===== src/rtl/uart_link_pkg.sv =====
// uart_link_pkg: shared types and constants for the 8N1 UART endpoint.
//   tx_state_e / rx_state_e : transmitter and receiver FSM states
//   uart_div()              : clocks per bit from clock frequency and baud rate
//   START_BIT, STOP_BIT, DATA_BITS : frame format constants
package uart_link_pkg;

  typedef enum logic [1:0] {
    TX_IDLE,
    TX_START,
    TX_DATA,
    TX_STOP
  } tx_state_e;

  typedef enum logic [2:0] {
    RX_IDLE,
    RX_START,
    RX_DATA,
    RX_STOP,
    RX_WAIT_HIGH
  } rx_state_e;

  localparam logic        START_BIT = 1'b0;
  localparam logic        STOP_BIT  = 1'b1;
  localparam int unsigned DATA_BITS = 8;

  function automatic int unsigned uart_div(input int unsigned clk_freq,
                                           input int unsigned baudrate);
    return clk_freq / baudrate;
  endfunction

endpackage


===== src/rtl/uart_link_rx.sv =====
// uart_link_rx: 8N1 receiver with input synchronizer and 1-entry holding register.
//   clk_i, rst_ni          : clock, async active-low reset
//   rxd_i                  : serial input (asynchronous to clk_i)
//   rx_data_o, rx_valid_o  : received byte and its valid flag
//   rx_ready_i             : consumer accepts the held byte
//   rx_frame_err_o         : 1-cycle pulse, stop bit sampled low
//   rx_overrun_o           : 1-cycle pulse, byte dropped because holding register full
module uart_link_rx
  import uart_link_pkg::*;
#(
  parameter int unsigned DIV = 60
) (
  input  logic       clk_i,
  input  logic       rst_ni,
  input  logic       rxd_i,
  output logic [7:0] rx_data_o,
  output logic       rx_valid_o,
  input  logic       rx_ready_i,
  output logic       rx_frame_err_o,
  output logic       rx_overrun_o
);

  localparam int unsigned DIV_W = $clog2(DIV + 1);

  logic                 sync1_q, sync2_q, prev_q;
  rx_state_e            state_q, state_d;
  logic [DIV_W-1:0]     cnt_q, cnt_d;
  logic [2:0]           bit_q, bit_d;
  logic [DATA_BITS-1:0] shift_q, shift_d;
  logic [7:0]           data_q, data_d;
  logic                 valid_q, valid_d;
  logic                 ferr_q, ferr_d;
  logic                 ovr_q, ovr_d;
  logic                 sample;
  logic                 deliver;

  // Down-counter: zero marks the sampling point of the current bit.
  assign sample = (cnt_q == '0);

  always_ff @(posedge clk_i or negedge rst_ni) begin
    if (!rst_ni) begin
      // Synchronizer resets to the idle line level so reset release is not seen as a start edge.
      sync1_q <= 1'b1;
      sync2_q <= 1'b1;
      prev_q  <= 1'b1;
      state_q <= RX_IDLE;
      cnt_q   <= '0;
      bit_q   <= '0;
      shift_q <= '0;
      data_q  <= '0;
      valid_q <= 1'b0;
      ferr_q  <= 1'b0;
      ovr_q   <= 1'b0;
    end else begin
      sync1_q <= rxd_i;
      sync2_q <= sync1_q;
      prev_q  <= sync2_q;
      state_q <= state_d;
      cnt_q   <= cnt_d;
      bit_q   <= bit_d;
      shift_q <= shift_d;
      data_q  <= data_d;
      valid_q <= valid_d;
      ferr_q  <= ferr_d;
      ovr_q   <= ovr_d;
    end
  end

  always_comb begin
    state_d = state_q;
    cnt_d   = cnt_q;
    bit_d   = bit_q;
    shift_d = shift_q;
    data_d  = data_q;
    valid_d = valid_q;
    ferr_d  = 1'b0;
    ovr_d   = 1'b0;
    deliver = 1'b0;

    if (state_q != RX_IDLE && state_q != RX_WAIT_HIGH) begin
      cnt_d = sample ? DIV_W'(DIV - 1) : cnt_q - DIV_W'(1);
    end

    case (state_q)
      RX_IDLE: begin
        if (prev_q && !sync2_q) begin
          state_d = RX_START;
          cnt_d   = DIV_W'(DIV / 2 - 1);
        end
      end
      RX_START: begin
        if (sample) begin
          if (sync2_q != START_BIT) begin
            state_d = RX_IDLE;
          end else begin
            state_d = RX_DATA;
            bit_d   = '0;
          end
        end
      end
      RX_DATA: begin
        if (sample) begin
          shift_d = {sync2_q, shift_q[DATA_BITS-1:1]};
          if (bit_q == 3'(DATA_BITS - 1)) begin
            state_d = RX_STOP;
          end else begin
            bit_d = bit_q + 3'd1;
          end
        end
      end
      RX_STOP: begin
        if (sample) begin
          if (sync2_q == STOP_BIT) begin
            state_d = RX_IDLE;
            deliver = 1'b1;
          end else begin
            state_d = RX_WAIT_HIGH;
            ferr_d  = 1'b1;
          end
        end
      end
      RX_WAIT_HIGH: begin
        if (sync2_q) state_d = RX_IDLE;
      end
      default: state_d = RX_IDLE;
    endcase

    // A delivery may reuse the slot being consumed in the same cycle.
    if (deliver) begin
      if (!valid_q || rx_ready_i) begin
        data_d  = shift_q;
        valid_d = 1'b1;
      end else begin
        ovr_d = 1'b1;
      end
    end else if (valid_q && rx_ready_i) begin
      valid_d = 1'b0;
    end
  end

  assign rx_data_o      = data_q;
  assign rx_valid_o     = valid_q;
  assign rx_frame_err_o = ferr_q;
  assign rx_overrun_o   = ovr_q;

endmodule


===== src/rtl/uart_link.sv =====
// uart_link: host-side 8N1 UART endpoint, full duplex, valid/ready byte streams.
//   clk_i, rst_ni                      : clock, async active-low reset
//   txd_o                              : serial out, idle high
//   rxd_i                              : serial in, asynchronous
//   tx_data_i, tx_valid_i, tx_ready_o  : transmit byte stream
//   rx_data_o, rx_valid_o, rx_ready_i  : receive byte stream
//   rx_frame_err_o, rx_overrun_o       : 1-cycle receive error pulses
module uart_link
  import uart_link_pkg::*;
#(
  parameter int unsigned CLK_FREQ = 60000000,
  parameter int unsigned BAUDRATE = 1000000
) (
  input  logic       clk_i,
  input  logic       rst_ni,
  output logic       txd_o,
  input  logic       rxd_i,
  input  logic [7:0] tx_data_i,
  input  logic       tx_valid_i,
  output logic       tx_ready_o,
  output logic [7:0] rx_data_o,
  output logic       rx_valid_o,
  input  logic       rx_ready_i,
  output logic       rx_frame_err_o,
  output logic       rx_overrun_o
);

  localparam int unsigned DIV   = uart_div(CLK_FREQ, BAUDRATE);
  localparam int unsigned DIV_W = $clog2(DIV + 1);

  if (DIV < 8) begin : g_div_check
    $error("uart_link: CLK_FREQ/BAUDRATE must be at least 8");
  end

  tx_state_e            tx_state_q, tx_state_d;
  logic [DIV_W-1:0]     tx_cnt_q, tx_cnt_d;
  logic [2:0]           tx_bit_q, tx_bit_d;
  logic [DATA_BITS-1:0] tx_shift_q, tx_shift_d;
  logic                 tx_wrap;

  assign tx_wrap = (tx_cnt_q == DIV_W'(DIV - 1));

  always_ff @(posedge clk_i or negedge rst_ni) begin
    if (!rst_ni) begin
      tx_state_q <= TX_IDLE;
      tx_cnt_q   <= '0;
      tx_bit_q   <= '0;
      tx_shift_q <= '0;
    end else begin
      tx_state_q <= tx_state_d;
      tx_cnt_q   <= tx_cnt_d;
      tx_bit_q   <= tx_bit_d;
      tx_shift_q <= tx_shift_d;
    end
  end

  // txd_o is decoded from state so an async reset forces the line high at once.
  always_comb begin
    tx_state_d = tx_state_q;
    tx_cnt_d   = tx_cnt_q;
    tx_bit_d   = tx_bit_q;
    tx_shift_d = tx_shift_q;
    tx_ready_o = 1'b0;
    txd_o      = STOP_BIT;

    if (tx_state_q != TX_IDLE) begin
      tx_cnt_d = tx_wrap ? '0 : tx_cnt_q + DIV_W'(1);
    end

    case (tx_state_q)
      TX_IDLE: tx_ready_o = 1'b1;
      TX_START: begin
        txd_o = START_BIT;
        if (tx_wrap) begin
          tx_state_d = TX_DATA;
          tx_bit_d   = '0;
        end
      end
      TX_DATA: begin
        txd_o = tx_shift_q[0];
        if (tx_wrap) begin
          tx_shift_d = tx_shift_q >> 1;
          if (tx_bit_q == 3'(DATA_BITS - 1)) begin
            tx_state_d = TX_STOP;
          end else begin
            tx_bit_d = tx_bit_q + 3'd1;
          end
        end
      end
      TX_STOP: begin
        txd_o = STOP_BIT;
        // Ready in the last stop cycle allows gapless back-to-back frames.
        if (tx_wrap) begin
          tx_ready_o = 1'b1;
          tx_state_d = TX_IDLE;
        end
      end
      default: tx_state_d = TX_IDLE;
    endcase

    if (tx_ready_o && tx_valid_i) begin
      tx_shift_d = tx_data_i;
      tx_state_d = TX_START;
      tx_cnt_d   = '0;
    end
  end

  uart_link_rx #(
    .DIV(DIV)
  ) u_rx (
    .clk_i         (clk_i),
    .rst_ni        (rst_ni),
    .rxd_i         (rxd_i),
    .rx_data_o     (rx_data_o),
    .rx_valid_o    (rx_valid_o),
    .rx_ready_i    (rx_ready_i),
    .rx_frame_err_o(rx_frame_err_o),
    .rx_overrun_o  (rx_overrun_o)
  );

endmodule


===== config.mk =====
export PLATFORM = sky130hd
export DESIGN_NAME = uart_link
export DESIGN_NICKNAME = d
export VERILOG_FILES = /design/src/rtl/uart_link_pkg.sv /design/src/rtl/uart_link_rx.sv /design/src/rtl/uart_link.sv
export SDC_FILE = /design/constraint.sdc
export NUM_CORES = 1
export LEC_CHECK = 0
export ABC_AREA = 1
export CAP_MARGIN = 20
export CORE_ASPECT_RATIO = 1.1
export CORE_UTILIZATION = 35
export DETAILED_ROUTE_END_ITERATION = 8
export PLACE_DENSITY = 0.64
export SLEW_MARGIN = 20
export SYNTH_ARGS = -nofsm -noshare
export SYNTH_HDL_FRONTEND = slang
export SYNTH_SLANG_ARGS = --single-unit

===== constraint.sdc =====
create_clock -name clk_i -period 3.3 [get_ports clk_i]
set_clock_uncertainty 0.1 [all_clocks]
set_input_delay 0.33 -clock clk_i [delete_from_list [all_inputs] [get_ports clk_i]]
set_output_delay 0.33 -clock clk_i [all_outputs]
set_load 0.005 [all_outputs]

==> results of run 1 <==
[cells in the final DEF, fill, tap and decap left out, drive strengths merged]
| master | n |
|---|---|
| dfstp | 3 |
| nand2 | 94 |
| ha | 11 |
| o31ai | 1 |
| dlygate4sd3 | 1 |
| inv | 53 |
| xor2 | 3 |
| clkinvlp | 1 |
| and2 | 1 |
| xnor2 | 1 |
| buf | 2 |
| o21ai | 31 |
| clkbuf | 5 |
| nand3 | 18 |
| nor4 | 1 |
| nor2 | 29 |
| a21oi | 4 |
| or2 | 1 |
| dfrtp | 50 |
| clkdlybuf4s50 | 24 |
| clkinv | 1 |
| o22ai | 1 |
| nand4 | 15 |
| nor3 | 2 |
[worst reg2reg max path, delay by kind of cell (launching register included)]
family                   cells  cell delay, ps
adder cells (fa/ha/maj)      1             220
AND/OR/NAND/NOR              6             860
buffers and inverters        3             310
flip-flops                   1             430
[layout make-up]
type                    count  area share (%)
clock buffers               5            2.25
clock inverters             3           0.694
inverters                  52            6.37
multi-input cells         213            35.2
flip-flops and latches     53            43.4
well taps                  85            3.47
repair buffers             27            8.57
[per-stage QoR]
step,total power (uW),setup WS (ps),hold slack [ps],utilization (%)
floorplan,934,1620,-65.6,-
global placement,1000,1160,242,41.4
detailed placement,1010,1060,240,41.4
CTS,1390,719,263,42.8
global route,1460,595,275,42.8
finish,1370,766,262,42.8
[kinds of logic (layout without fill, tap and decap cells)]
| kind of cell | Yosys count | after routing | share of synthesized area, % |
|---|---|---|---|
| XOR/XNOR | 4 | 4 | 1.32 |
| AND/OR/NAND/NOR | 161 | 161 | 27.1 |
| AO/OA/AOI/OAI | 37 | 37 | 7.12 |
| adder cells (fa/ha/maj) | 11 | 11 | 5.19 |
| buffers and inverters | 59 | 87 | 9.19 |
| flip-flops | 53 | 53 | 50.1 |
[state kept, by name (all words and copies together) (netlist names)]
name	cells
tx_shift_q	8
u_rx.rx_overrun_o	1
u_rx.state_q	3
tx_cnt_q	6
u_rx.rx_frame_err_o	1
u_rx.bit_q	3
tx_state_q	2
u_rx.cnt_q	6
u_rx.sync1_q	1
tx_bit_q	3
u_rx.prev_q	1
u_rx.rx_valid_o	1
u_rx.rx_data_o	8
u_rx.sync2_q	1
u_rx.shift_q	8
[power breakdown]
part / total [uW] / leakage [uW] / switching (uW) / internal [uW]
Sequential: 734 / 0.000656 / 35.3 / 699
Combinational: 263 / 0.000833 / 170 / 92.3
Clock: 372 / 0.0000445 / 221 / 151
Total: 1370 / 0.00153 / 426 / 943
[per-layer routing]
metal / up-vias / routed length, microns / track usage [%]
met5: - / 0 / 0
met4: 0 / 68 / 5.08
met3: 7 / 105 / 2.21
met2: 29 / 2170 / 22.2
met1: 924 / 2290 / 17.7
li1: 1081 / - / -
[timing repair]
item,CTS,global route
setup endpoints to repair,0,0
hold buffers,1,0
endpoints found under the hold margin,22,0
[worst paths after layout]
path / from / end
worst max-delay path: tx_cnt_q[0]$_DFFE_PN0P_ / tx_ready_o
worst min-delay path: u_rx.sync1_q$_DFF_PN1_ / u_rx.sync2_q$_DFF_PN1_
worst max register to register: tx_cnt_q[0]$_DFFE_PN0P_ / tx_shift_q[2]$_DFFE_PN0P_
worst min register to register: u_rx.sync1_q$_DFF_PN1_ / u_rx.sync2_q$_DFF_PN1_
max in group asynchronous: rst_ni / u_rx.prev_q$_DFF_PN1_
min in group asynchronous: rst_ni / tx_shift_q[2]$_DFFE_PN0P_
==> impl_metrics.env, run 1 <==
export IMPL_max_freq_mhz=395
export IMPL_fill_cells=720
export IMPL_leakage_uw=0.00153
export IMPL_drive_gt1_share_pct=6.23
export IMPL_area_growth_pct=15.5
export IMPL_hold_viol_final=0
export IMPL_grt_pass1_wl_mm=8.66
export IMPL_layout_cells_non_filler=438
export IMPL_vias=2041
export IMPL_regArea_sq_mm=0.00133
export IMPL_overflow=0
export IMPL_route_detailed_drc=0
export IMPL_clk_pin_slew_ps=100
export IMPL_grt_total_usage_pct=13.4
export IMPL_worstRegToRegCells=10
export IMPL_final_cell_area_sq_mm=0.00306
export IMPL_synth_most_common_cell="nand2_1"
export IMPL_synth_top_cells_by_count="nand2_1 (92), inv_1 (52), dfrtp_1 (50)"
export IMPL_clk_latency_ps=310
export IMPL_critical_path_class="reg -> out"
export IMPL_synth_cell_area_sq_mm=0.00265
export IMPL_synth_top_area_share_pct=47.1
export IMPL_ant_nets=0
export IMPL_antenna_found_initial=0
export IMPL_tightest_slew_ps=529
export IMPL_period_needed_ps=2530
export IMPL_clockBufferDepth=2
export IMPL_ys_seq_elements=53
export IMPL_power_density_mw_per_mm2=447
export IMPL_routedWlPerCell_microns=10.6
export IMPL_fin_tns_setup_ps=0
export IMPL_die_area_sq_mm=0.00793
export IMPL_yosys_area_top_type="dfrtp_1"
export IMPL_core_area_sq_mm=0.00717
export IMPL_numCtsBuffers=5
export IMPL_cp_max_fo=5
export IMPL_finalWirelength_mm=4.63
export IMPL_fp_dieH_microns=93.3
export IMPL_reg2reg_slack_ps=1280
export IMPL_clock_root_buffer="clkbuf_8"
export IMPL_cp_arrival_ps=2100
export IMPL_grt_max_degree=30
export IMPL_die_width_microns=85.0
export IMPL_final_nets=376
export IMPL_dp_cells=429
export IMPL_critPathRequiredTime_ps=2870
export IMPL_multi_input_area_sq_mm=0.00108
export IMPL_synth_warnings=0
export IMPL_cts_tree="yes"
export IMPL_first_pass_iters=4
export IMPL_async_reset_ff_share_pct=100
export IMPL_htree_levels=2
export IMPL_ios=26
export IMPL_synthCells=325
export IMPL_placed_cell_area_sq_mm=0.00296
export IMPL_cpPeakStageDelay_ps=560
export IMPL_crit_chain="ha_1 > inv_1 > nor2_1 > nand3_2 > a21oi_1 > clkdlybuf4s50_1"
export IMPL_cts_resized=0
export IMPL_grt_setup_unrepaired="no"
export IMPL_worstSetupPathDepth=6
export IMPL_post_cts_buffers=0
export IMPL_routabilityCongestion=0.818
export IMPL_fp_row_count=32
export IMPL_start_util_pct=37.0
export IMPL_drt_iter0_drc=99
export IMPL_drv_slew=0
export IMPL_synth_edf_count=0
export IMPL_slew_headroom_pct=64.7
export IMPL_diodes=0
export IMPL_cts_sinks=53
export IMPL_portBuffers=25
export IMPL_slowest_stage="clkdlybuf4s50_1"
export IMPL_worstHoldPathType="reg -> reg"
export IMPL_first_global_vias=2001
export IMPL_path_buf_inv=2
export IMPL_cpLargestDelayFamily="buffers and inverters"
export IMPL_crit_path_end_kind="primary output"
export IMPL_worstSetupStartpointType="register"
export IMPL_place_hpwl_mm=3.41
export IMPL_status="finished, final reports clean"
export IMPL_min_period_over_period_pct=76.8
export IMPL_hold_depth=0
export IMPL_cap_violations=0
export IMPL_synthesis_nets=349
export IMPL_ys_flop_type="dfrtp_1"
export IMPL_vias_per_cell=4.66
export IMPL_yosysSeqAreaShare_pct=50.1
export IMPL_synth_distinct_cells=30
export IMPL_ir_worst_vdd_v=0.000231
export IMPL_finalSetupViolCount=0
export IMPL_synth_area_per_cell_sq_um=8.17
export IMPL_synthTopCellsByArea="dfrtp_1 (47%), nand2_1 (13%), inv_1 (7.4%)"
Note: power is estimated with default switching activity, not from simulation.
==> run 2: changes to the inputs <==
==> constraint.sdc (replaced) <==
create_clock -name clk_i -period 2.5 [get_ports clk_i]
set_clock_uncertainty 0.1 [all_clocks]
set_input_delay 0.25 -clock clk_i [delete_from_list [all_inputs] [get_ports clk_i]]
set_output_delay 0.25 -clock clk_i [all_outputs]
set_load 0.005 [all_outputs]
==> impl_metrics.env, run 2 (synthesized netlist as in run 1, its figures left out) <==
export IMPL_routabilityCongestion=0.802
export IMPL_overflow=0
export IMPL_grtUsageMet1_pct=16.8
export IMPL_grt_max_degree=38
export IMPL_power_density_mw_per_mm2=586
export IMPL_hold_ws_ps=229
export IMPL_min_from="rxd_i"
export IMPL_cp_arrival_ps=2020
export IMPL_area_growth_pct=16.6
export IMPL_worstHoldPathType="in -> reg"
export IMPL_reg2reg_slack_ps=530
export IMPL_finalSetupViolCount=0
export IMPL_critical_path_class="reg -> out"
export IMPL_drt_iter0_drc=92
export IMPL_portBuffers=25
export IMPL_final_nets=379
export IMPL_pwr_share_clk_pct=27.5
export IMPL_cap_violations=0
export IMPL_grt_total_usage_pct=13.4
export IMPL_routedWlPerCell_microns=10.7
export IMPL_critPathRequiredTime_ps=2150
export IMPL_drive_gt1_share_pct=7.30
export IMPL_p_seq_share_pct=53.5
export IMPL_power_switching_uw=564
export IMPL_place_hpwl_mm=3.42
export IMPL_period_needed_ps=2370
export IMPL_comb_power_share_pct=19.0
export IMPL_cts_sinks=53
export IMPL_grt_setup_unrepaired="no"
export IMPL_clockBufferDepth=2
export IMPL_start_util_pct=37.0
export IMPL_vias_per_cell=4.69
export IMPL_min_period_over_period_pct=94.9
export IMPL_ant_nets=0
export IMPL_gr_max_usage_layer="met2"
export IMPL_fp_row_count=32
export IMPL_leakage_uw=0.00155
export IMPL_clk_latency_ps=310
export IMPL_tightest_slew_ps=797
export IMPL_cp_max_fo=9
export IMPL_hold_depth=1
export IMPL_drv_slew=0
export IMPL_clock_root_buffer="clkbuf_8"
export IMPL_first_global_vias=1973
export IMPL_min_to="u_rx.sync1_q$_DFF_PN1_"
export IMPL_grt_pass1_wl_mm=8.56
export IMPL_layout_commonest_cell="nand2_1"
export IMPL_cts_tree="yes"
export IMPL_antenna_found_initial=0
export IMPL_hold_viol_final=0
export IMPL_layout_cells_non_filler=441
export IMPL_p_int_uw=1250
export IMPL_r2r_start="tx_cnt_q[0]$_DFFE_PN0P_"
export IMPL_first_pass_iters=4
export IMPL_fp_dieH_microns=93.3
export IMPL_grtUsageMet2_pct=23.0
export IMPL_ir_worst_vdd_v=0.000329
export IMPL_switching_share_pct=31.1
export IMPL_ios=26
export IMPL_finalWirelength_mm=4.71
export IMPL_crit_path_end_kind="primary output"
export IMPL_rr_endpoint="tx_shift_q[6]$_DFFE_PN0P_"
export IMPL_numCtsBuffers=5
export IMPL_core_area_sq_mm=0.00717
export IMPL_slew_headroom_pct=46.8
export IMPL_htree_levels=2
export IMPL_setup_slack_ps=128
export IMPL_diodes=0
export IMPL_die_width_microns=85.0
export IMPL_route_detailed_drc=0
export IMPL_use_met3_pct=2.21
export IMPL_vias=2068
export IMPL_final_cell_mix="nand2_1 (92), inv_1 (52), dfrtp_1 (50)"
export IMPL_fin_tns_setup_ps=0
export IMPL_dp_cells=431
export IMPL_status="finished, final reports clean"
export IMPL_dp_slack_ps=377
export IMPL_power_total_uw=1810
export IMPL_die_area_sq_mm=0.00793
export IMPL_clk_pin_slew_ps=110
export IMPL_worstRegToRegCells=10
export IMPL_max_freq_mhz=422
export IMPL_worstSetupStartpointType="register"
[run 2: cell types whose count changed in the layout (fill, tap and decap cells not counted)]
cell      change
a21oi_1       -1
a21oi_2       +1
buf_4         +3
clkinv_2      -1
clkinv_4      +1
[run 2: layer usage]
| layer | up-vias | routed length [microns] | part of all wire, % |
|---|---|---|---|
| li1 | 1079 | - | - |
| met1 | 953 | 2300 | 49 |
| met2 | 31 | 2220 | 47 |
| met3 | 5 | 104 | 2.2 |
| met4 | 0 | 76 | 1.6 |
| met5 | - | 0 | 0 |
[run 2: power groups by stage]
stage	sequential [uW]	clock [uW]	combinational (uW)
final	971	499	344
after global routing	980	545	406
after CTS	970	517	347
after detailed placement	987	0	345
after global placement	983	0	342
after floorplan	974	0	258
[run 2: area by class of cell]
cell class | count | area [sq um]
Clock buffer | 5 | 68.8
Clock inverter | 3 | 25.0
Fill cell | 693 | 4070
Inverter | 52 | 195
Multi-Input combinational cell | 213 | 1080
Sequential cell | 53 | 1330
Tap cell | 85 | 106
Timing Repair Buffer | 30 | 285
[run 2: stage by stage]
step | utilization, % | instance area (sq um)
floorplan | - | 2650
global placement | 41.6 | 2980
detailed placement | 41.6 | 2980
CTS | 43.0 | 3080
global route | 43.2 | 3090
finish | 43.2 | 3090
[run 2: critical path, cell delays in order, from the launching register on]
cell	delay (ps)
dfrtp_1	420
inv_1	90
ha_1	310
or2_2	350
nand2_1	60
clkdlybuf4s50_1	490
[run 2: worst max path at each step]
stage	cells after the start	start	slack, ps	to
2_1_floorplan	10	tx_state_q[0]$_DFFE_PN0P_	820	tx_state_q[0]$_DFFE_PN0P_
3_3_place_gp	6	tx_cnt_q[0]$_DFFE_PN0P_	440	tx_ready_o
3_5_place_dp	6	tx_cnt_q[0]$_DFFE_PN0P_	380	tx_ready_o
4_1_cts	6	tx_cnt_q[0]$_DFFE_PN0P_	40	tx_ready_o
5_1_grt	5	tx_state_q[0]$_DFFE_PN0P_	20	txd_o
6_report	5	tx_state_q[0]$_DFFE_PN0P_	130	txd_o
[run 2: what timing repair did]
item                       4_1_cts  5_1_grt
setup endpoints to repair        0        1
hold buffers                     1        0
hold endpoints to repair        33        0
resized for setup                0        1
setup buffers                    0        1
